File: config.mk
export PLATFORM = sky130hd
export DESIGN_NAME = icache_ctrl
export DESIGN_NICKNAME = d
export VERILOG_FILES = /design/src/rtl/icache_def.sv /design/src/rtl/icache_ctrl.sv
export SDC_FILE = /design/constraint.sdc
export NUM_CORES = 1
export LEC_CHECK = 0
export ABC_CLOCK_PERIOD_IN_PS = 2000
export BUFFER_PORTS_ARGS = -buffer_cell sky130_fd_sc_hd__buf_2
export CORE_MARGIN = 8
export CORE_UTILIZATION = 37
export CTS_BUF_LIST = sky130_fd_sc_hd__clkbuf_8
export CTS_CLUSTER_DIAMETER = 100
export CTS_CLUSTER_SIZE = 28
export DETAILED_ROUTE_END_ITERATION = 6
export GPL_TIMING_DRIVEN = 0
export HOLD_SLACK_MARGIN = 0.03
export PLACE_DENSITY_LB_ADDON = 0.08
export SYNTH_ARGS = -nofsm -noshare
export SYNTH_HDL_FRONTEND = slang
export SYNTH_SLANG_ARGS = --single-unit
export TNS_END_PERCENT = 5
File: constraint.sdc
create_clock -name clk -period 2 [get_ports clk]
set_clock_uncertainty 0.05 [all_clocks]
set_input_delay 0.2 -clock clk [delete_from_list [all_inputs] [get_ports clk]]
set_output_delay 0.2 -clock clk [all_outputs]
set_load 0.05 [all_outputs]
File: src/rtl/icache_def.sv
// Shared instruction-cache definitions: field boundaries, bus payload types and
// the controller state encoding.
package icache_def;

    localparam int unsigned TAGMSB    = 15;
    localparam int unsigned TAGLSB    = 5;
    localparam int unsigned IDXMSB    = 4;
    localparam int unsigned IDXLSB    = 2;
    localparam int unsigned ADDR_W    = 16;
    localparam int unsigned WORD_W    = 16;
    localparam int unsigned BLOCK_W   = 64;
    localparam int unsigned INDEX_W   = IDXMSB - IDXLSB + 1;
    localparam int unsigned TAG_W     = TAGMSB - TAGLSB + 1;
    localparam int unsigned CNT_W     = 16;
    localparam int unsigned NUM_LINES = 8;

    typedef struct packed {
        logic              valid;
        logic [TAG_W-1:0]  tag;
    } cache_tag_type;

    typedef struct packed {
        logic [INDEX_W-1:0] index;
        logic               we;
    } cache_req_type;

    typedef logic [BLOCK_W-1:0] cache_data_type;

    typedef struct packed {
        logic              valid;
        logic [ADDR_W-1:0] addr;
    } cpu_req_type;

    typedef struct packed {
        logic              valid;
        logic [WORD_W-1:0] data;
    } cpu_result_type;

    typedef struct packed {
        logic              valid;
        logic [ADDR_W-1:0] addr;
    } mem_req_type;

    typedef struct packed {
        logic           ready;
        cache_data_type data;
    } mem_data_type;

    typedef enum logic [1:0] {
        FLUSH    = 2'd0,
        IDLE     = 2'd1,
        COMPARE  = 2'd2,
        ALLOCATE = 2'd3
    } cache_state_e;

endpackage

File: src/rtl/icache_ctrl.sv
// Direct-mapped instruction cache controller: 8 lines of 4 words, external
// tag/data arrays, blocking refill, flush and saturating hit/miss statistics.
module icache_ctrl
    import icache_def::*;
#(
    parameter bit STATS_EN = 1'b1
) (
    input  logic                clk,
    input  logic                rst_n,
    input  logic                cpu_req_valid,
    input  logic [ADDR_W-1:0]   cpu_req_addr,
    output logic                cpu_req_ready,
    output logic                cpu_res_valid,
    output logic [WORD_W-1:0]   cpu_res_data,
    input  logic                flush_req,
    output logic                mem_req_valid,
    output logic [ADDR_W-1:0]   mem_req_addr,
    input  logic                mem_res_ready,
    input  logic [BLOCK_W-1:0]  mem_res_data,
    output cache_req_type       tag_req,
    output cache_tag_type       tag_write,
    input  cache_tag_type       tag_read,
    output cache_req_type       data_req,
    output cache_data_type      data_write,
    input  cache_data_type      data_read,
    output logic [CNT_W-1:0]    hit_cnt,
    output logic [CNT_W-1:0]    miss_cnt
);

    cache_state_e        state_q, state_d;
    logic [INDEX_W-1:0]  flush_cnt_q;
    logic [ADDR_W-1:0]   addr_q;
    logic                flush_pend_q;
    logic                refill_q;
    logic                hit;
    logic                hit_inc;
    logic                miss_inc;
    logic [INDEX_W-1:0]  line_idx;

    assign line_idx = addr_q[IDXMSB:IDXLSB];
    assign hit      = tag_read.valid && (tag_read.tag == addr_q[TAGMSB:TAGLSB]);

    // Next state and array/bus drive; flush writes are held off while reset is low.
    always_comb begin
        state_d        = state_q;
        cpu_req_ready  = 1'b0;
        cpu_res_valid  = 1'b0;
        cpu_res_data   = '0;
        mem_req_valid  = 1'b0;
        mem_req_addr   = {addr_q[ADDR_W-1:2], 2'b00};
        tag_req.index  = line_idx;
        tag_req.we     = 1'b0;
        tag_write      = '0;
        data_req.index = line_idx;
        data_req.we    = 1'b0;
        data_write     = mem_res_data;
        hit_inc        = 1'b0;
        miss_inc       = 1'b0;
        case (state_q)
            FLUSH: begin
                tag_req.index = flush_cnt_q;
                tag_req.we    = rst_n;
                if (flush_cnt_q == INDEX_W'(NUM_LINES - 1)) begin
                    state_d = IDLE;
                end
            end
            IDLE: begin
                if (flush_req || flush_pend_q) begin
                    state_d = FLUSH;
                end else begin
                    cpu_req_ready = 1'b1;
                    if (cpu_req_valid) begin
                        state_d = COMPARE;
                    end
                end
            end
            COMPARE: begin
                if (hit) begin
                    cpu_res_valid = 1'b1;
                    cpu_res_data  = data_read[{addr_q[1:0], 4'b0000} +: WORD_W];
                    hit_inc       = !refill_q;
                    state_d       = IDLE;
                end else begin
                    miss_inc = 1'b1;
                    state_d  = ALLOCATE;
                end
            end
            ALLOCATE: begin
                mem_req_valid = 1'b1;
                if (mem_res_ready) begin
                    tag_req.we      = 1'b1;
                    tag_write.valid = 1'b1;
                    tag_write.tag   = addr_q[TAGMSB:TAGLSB];
                    data_req.we     = 1'b1;
                    state_d         = COMPARE;
                end
            end
            default: state_d = FLUSH;
        endcase
    end

    always_ff @(posedge clk or negedge rst_n) begin
        if (!rst_n) begin
            state_q      <= FLUSH;
            flush_cnt_q  <= '0;
            addr_q       <= '0;
            flush_pend_q <= 1'b0;
            refill_q     <= 1'b0;
        end else begin
            state_q      <= state_d;
            flush_cnt_q  <= (state_q == FLUSH) ? flush_cnt_q + INDEX_W'(1) : '0;
            flush_pend_q <= (state_q == IDLE) ? 1'b0 : (flush_pend_q | flush_req);
            // Marks the COMPARE that follows a refill so it is not counted as a hit.
            refill_q     <= (state_q == ALLOCATE) && mem_res_ready;
            if (cpu_req_ready && cpu_req_valid) begin
                addr_q <= cpu_req_addr;
            end
        end
    end

    if (STATS_EN) begin : g_stats
        always_ff @(posedge clk or negedge rst_n) begin
            if (!rst_n) begin
                hit_cnt  <= '0;
                miss_cnt <= '0;
            end else begin
                if (hit_inc && (hit_cnt != '1)) begin
                    hit_cnt <= hit_cnt + CNT_W'(1);
                end
                if (miss_inc && (miss_cnt != '1)) begin
                    miss_cnt <= miss_cnt + CNT_W'(1);
                end
            end
        end
    end else begin : g_no_stats
        assign hit_cnt  = '0;
        assign miss_cnt = '0;
    end

endmodule

After elaboration in Yosys (flattened, before gate mapping)
Index checks and enable logic that the tools add are counted.

storage, ports and cells
  register bits after elaboration = 55
  input port bits = 161
  output and inout port bits = 151
  word-level logic and storage cells = 56

cells by class
  $add $sub $neg = 3
  equality and inequality tests = 10
  shift operators = 1
  muxes and demuxes = 25
  bitwise gates (word level) = 1
  reduce and logical (&&, ||, !) cells = 9

operator list
  kind                                           number
  variable part select 64 x 7 -> 16 bit          1
  adder 16 x 1 -> 16 bit, second input constant  2
  2-to-1 mux 16 bit                              2
  inequality test 16 bit, second input constant  2
  2-to-1 mux 12 bit                              2
  2-to-1 mux 1 bit                               12
  == test 11 bit                                 1
  2-to-1 mux 2 bit                               5
  case mux 2 bit (4 select lines)                1
  2-to-1 mux 3 bit                               2
  logical AND 1 bit                              5
  == test 2 bit, second input constant           2
  inequality test 2 bit, second input constant   2
  adder 3 x 1 -> 3 bit, second input constant    1
  == test 3 bit, second input constant           1
  inequality test 3 bit, second input constant   1
  AND reduction 3 bit                            1
  == test 2 x 1 -> 1 bit, second input constant  1
  logical NOT 2 bit                              1
  case mux 1 bit (2 select lines)                1
  logical NOT 1 bit                              1
  logical OR 1 bit                               1
  bitwise OR 1 bit                               1

Logic depth before layout (Yosys ltp)
  depth in word-level cells = 5
  mapped depth = 8
  gate-level depth less buffers = 7

Worst setup path after synthesis
OpenSTA, ideal clock, no wires.

  path kind = flip-flop to output port
  start = reg state_q[0]
  end = out tag_req[0] in the netlist's numbering
  arrival = 2.194 ns
  data required time = 1.750 ns
  path slack = -0.444 ns
  cell stages (with the launch flop) = 5
  cells stage by stage = dfrtp_1 -> ha_1 -> and2_1 -> a21oi_1 -> nor2_1

RTL lines
  element                 RTL line            RTL
  start, declared         icache_ctrl.sv:30   cache_state_e state_q, state_d;
  start signal, assigned  icache_ctrl.sv:110  state_q <= state_d;
  end, declared           icache_ctrl.sv:20   output cache_req_type tag_req,

Final worst setup path
  start = reg addr_q[10]
  end = out cpu_res_data[6]

between the ends
  word-level cells in the longest chain between the ends = 4

ends and longest elaborated chain
  element                 RTL line            RTL
  start, declared         icache_ctrl.sv:32   logic [ADDR_W-1:0] addr_q;
  start signal, assigned  icache_ctrl.sv:116  addr_q <= cpu_req_addr;
  == test 11 bit          icache_ctrl.sv:41   assign hit = tag_read.valid && (tag_read.tag == addr_q[TAGMSB:TAGLSB]);
  logical AND 1 bit       icache_ctrl.sv:41
  2-to-1 mux 16 bit       icache_ctrl.sv:78   if (hit) begin
  2-to-1 mux 16 bit       icache_ctrl.sv:59   case (state_q)
  end, declared           icache_ctrl.sv:14   output logic [WORD_W-1:0] cpu_res_data,

Every way passes these cells.

==> reports/results.txt <==
routed vias - 3,714
PwrDens - 1130 mW/mm^2
Clock Tree Root - clkbuf_8
average size of a mapped cell - 10.6 um^2
Cells after Synth - 379
Worst slew margin - 52.1%
CTS H-tree lvls - 2
sequential cell area fraction in the yosys report - 34.4%
total grt overflow - 0
GRT Overall Usage - 17.3%
DP HPWL - 10,900 um
vias in the first global route - 3,935
CTS tree - done
RePlAce Congestion - 0.805
buffers added on ports - 245
Final nets - 812
failing checks - negative hold slack, negative setup slack
Initial Util - 37.4%
Worst-Margin Slew - 0.718 ns
cts bufs inserted - 5
Wirelength per Cell - 16.7 um
Setup TNS - -2.01 ns
status - complete, but fails checks
final wirelength - 13,100 um
Die H - 120 um
fraction of the cycle the final worst path needs - 108%
Design Area, Final - 0.00590 mm^2
share of cells above drive strength 1 - 67.7%
Min-Delay Path Class - in -> async
critical path endpoint category - primary output
Fin Hold WS - -0.119 ns
CTS max path bufs - 2
CP arrival - 1.90 ns
max frequency - 465 MHz
Post-synth EDFFs - 0
ys async rst share - 100%
vias per cell - 4.74
CP Max Fanout - 10
r2r startpoint - state_q[0]$_DFFE_PN0P_
Yosys warning count - 0
first-pass GRT wire length - 20,700 um
antenna violations before repair - 0
Detail Route Antenna Nets - 0
Tmin final - 2.15 ns
IO Count - 312
row count - 38
worst r2r path cells - 6
# setup viols final - 17
MaxCap Viol Count - 0
Hold Vio Cnt, Final - 55
core footprint - 0.0107 mm^2
Mapped Area - 0.00400 mm^2
Setup WS post-layout - -0.152 ns
Antenna Diode Count - 0
synthesized flop and latch total - 55
clk_lat worst skew - 0.31 ns
clk sinks - 55
clock-pin slew on the worst setup and hold paths - 0.11 ns
total power - 6.65 mW
die area - 0.0144 mm^2
count of different cell masters after synthesis - 51
Reg2Reg Capture Point - hit_cnt[4]$_DFFE_PN0P_
FF-to-FF setup slack - 0.01 ns
Die X - 120 um
area delta synth->final - 47.5%
Synth Flop Type - dfrtp_1
DR pass1 iterations - 4
Placement Cell Area - 0.00541 mm^2
Residual DRC - 0
1st-iter DRT viols - 102
Max VDD drop - 0.967 mV
Worst EP required - 1.75 ns
Leak Pwr - 3.21 nW
type of origin of the critical path - register
RSZ-0062 raised after global routing - true
WS Path Type - reg -> out
fin. max-slew vios - 0
pin count of the biggest net entering global routing - 57
[Yosys cell counts, types with 5 or more instances]
cell type | count | share of area (%)
inv_1 | 8 | 0.75
nand2_1 | 12 | 1.1
xor2_1 | 15 | 3.3
and3_1 | 31 | 4.8
mux4_2 | 16 | 9.0
and2_1 | 6 | 0.94
mux2_2 | 19 | 5.3
nand4_1 | 15 | 2.3
nand3_1 | 13 | 1.6
buf_4 | 84 | 16
nor3_1 | 8 | 1.0
ha_1 | 8 | 2.5
clkbuf_1 | 9 | 0.84
buf_2 | 5 | 0.63
nor2_1 | 10 | 0.94
dfrtp_1 | 55 | 34
xnor2_1 | 25 | 5.5
[critical path, stage by stage, from the launching register on]
cell,delay (ns)
dfrtp_1,0.42
xnor2_2,0.16
nand4_1,0.19
nor3_4,0.27
clkbuf_8,0.20
and3_4,0.21
buf_8,0.15
[area by class of cell]
cell class                 instances  area, um^2
fill                             973        4800
clock inverter                     3        26.3
buffer                            98         738
sequential                        55        1380
tap                              140         175
timing repair buffer             258        1450
clock buffer                       5        68.8
inverter                           8        30.0
multi-input combinational        217        2030
[cells by family (layout without fill, tap and decap cells)]
logic type / count (synthesis) / after routing / synth area share (%)
buffers and inverters: 108 / 372 / 18.4
AO/OA/AOI/OAI: 8 / 8 / 1.41
XOR/XNOR: 40 / 40 / 8.76
flip-flops: 55 / 55 / 34.4
adder cells (fa/ha/maj): 8 / 8 / 2.50
multiplexers: 37 / 37 / 14.9
other: 1 / 2 / 0.0937
AND/OR/NAND/NOR: 122 / 122 / 19.6
[where the power goes]
group	internal, mW	switching, mW
registers	1.43	0.368
logic	1.65	2.55
clock network	0.259	0.390
total	3.34	3.31
[worst max path at each step]
stage,slack (ns),to,from,depth (start not counted)
6_report,-0.15,cpu_res_data[6],addr_q[10]$_DFFE_PN0P_,6
5_1_grt,-0.27,cpu_res_data[13],addr_q[5]$_DFFE_PN0P_,6
4_1_cts,-0.18,cpu_res_data[6],addr_q[10]$_DFFE_PN0P_,6
3_5_place_dp,-0.69,cpu_res_data[6],addr_q[5]$_DFFE_PN0P_,6
3_3_place_gp,-0.67,cpu_res_data[6],addr_q[8]$_DFFE_PN0P_,6
2_1_floorplan,-0.08,cpu_res_data[10],addr_q[5]$_DFFE_PN0P_,5
[metrics by stage]
step	hold WS, ns	utilization [%]	cells	worst slack [ns]
finish	-0.119	55.1	784	-0.152
CTS	-0.0896	54.6	783	-0.184
global placement	0.383	50.6	765	-0.669
floorplan	-0.146	-	380	-0.0756
detailed placement	0.386	50.6	765	-0.688
global route	-0.0689	55.1	784	-0.273
[what timing repair did]
item	in CTS	in global routing
gates resized for setup	70	11
hold endpoints to repair	55	55
pin swaps	5	2
endpoints found under the setup margin	70	59
buffers inserted	12	1
[per-layer routing]
metal  wire, um  GRT usage (%)  share of wire, %
met5          0              0                 0
met4         58           2.42              0.44
met3       1310           6.01                10
met1       5240           20.6                40
met2       6500           30.2                50
[registers in the layout (all words and copies together), names as in the netlist]
name          count
flush_pend_q      1
state_q           2
refill_q          1
addr_q           16
miss_cnt         16
hit_cnt          16
flush_cnt_q       3
[cell usage in the layout, fill, tap and decap left out, types with 5 or more instances in the layout]
cell type	instances
buf_2	227
buf_4	98
dfrtp_1	52
and3_1	28
mux2_2	19
buf_6	18
mux4_2	16
nand4_1	15
xor2_1	15
xnor2_1	14
nand3_1	13
nand2_1	12
xnor2_2	11
nor2_1	9
inv_1	8
clkbuf_8	6
nor3_1	6
ha_1	6
clkbuf_2	5
and2_1	5
No activity file was read; power rests on OpenSTA's default activity.
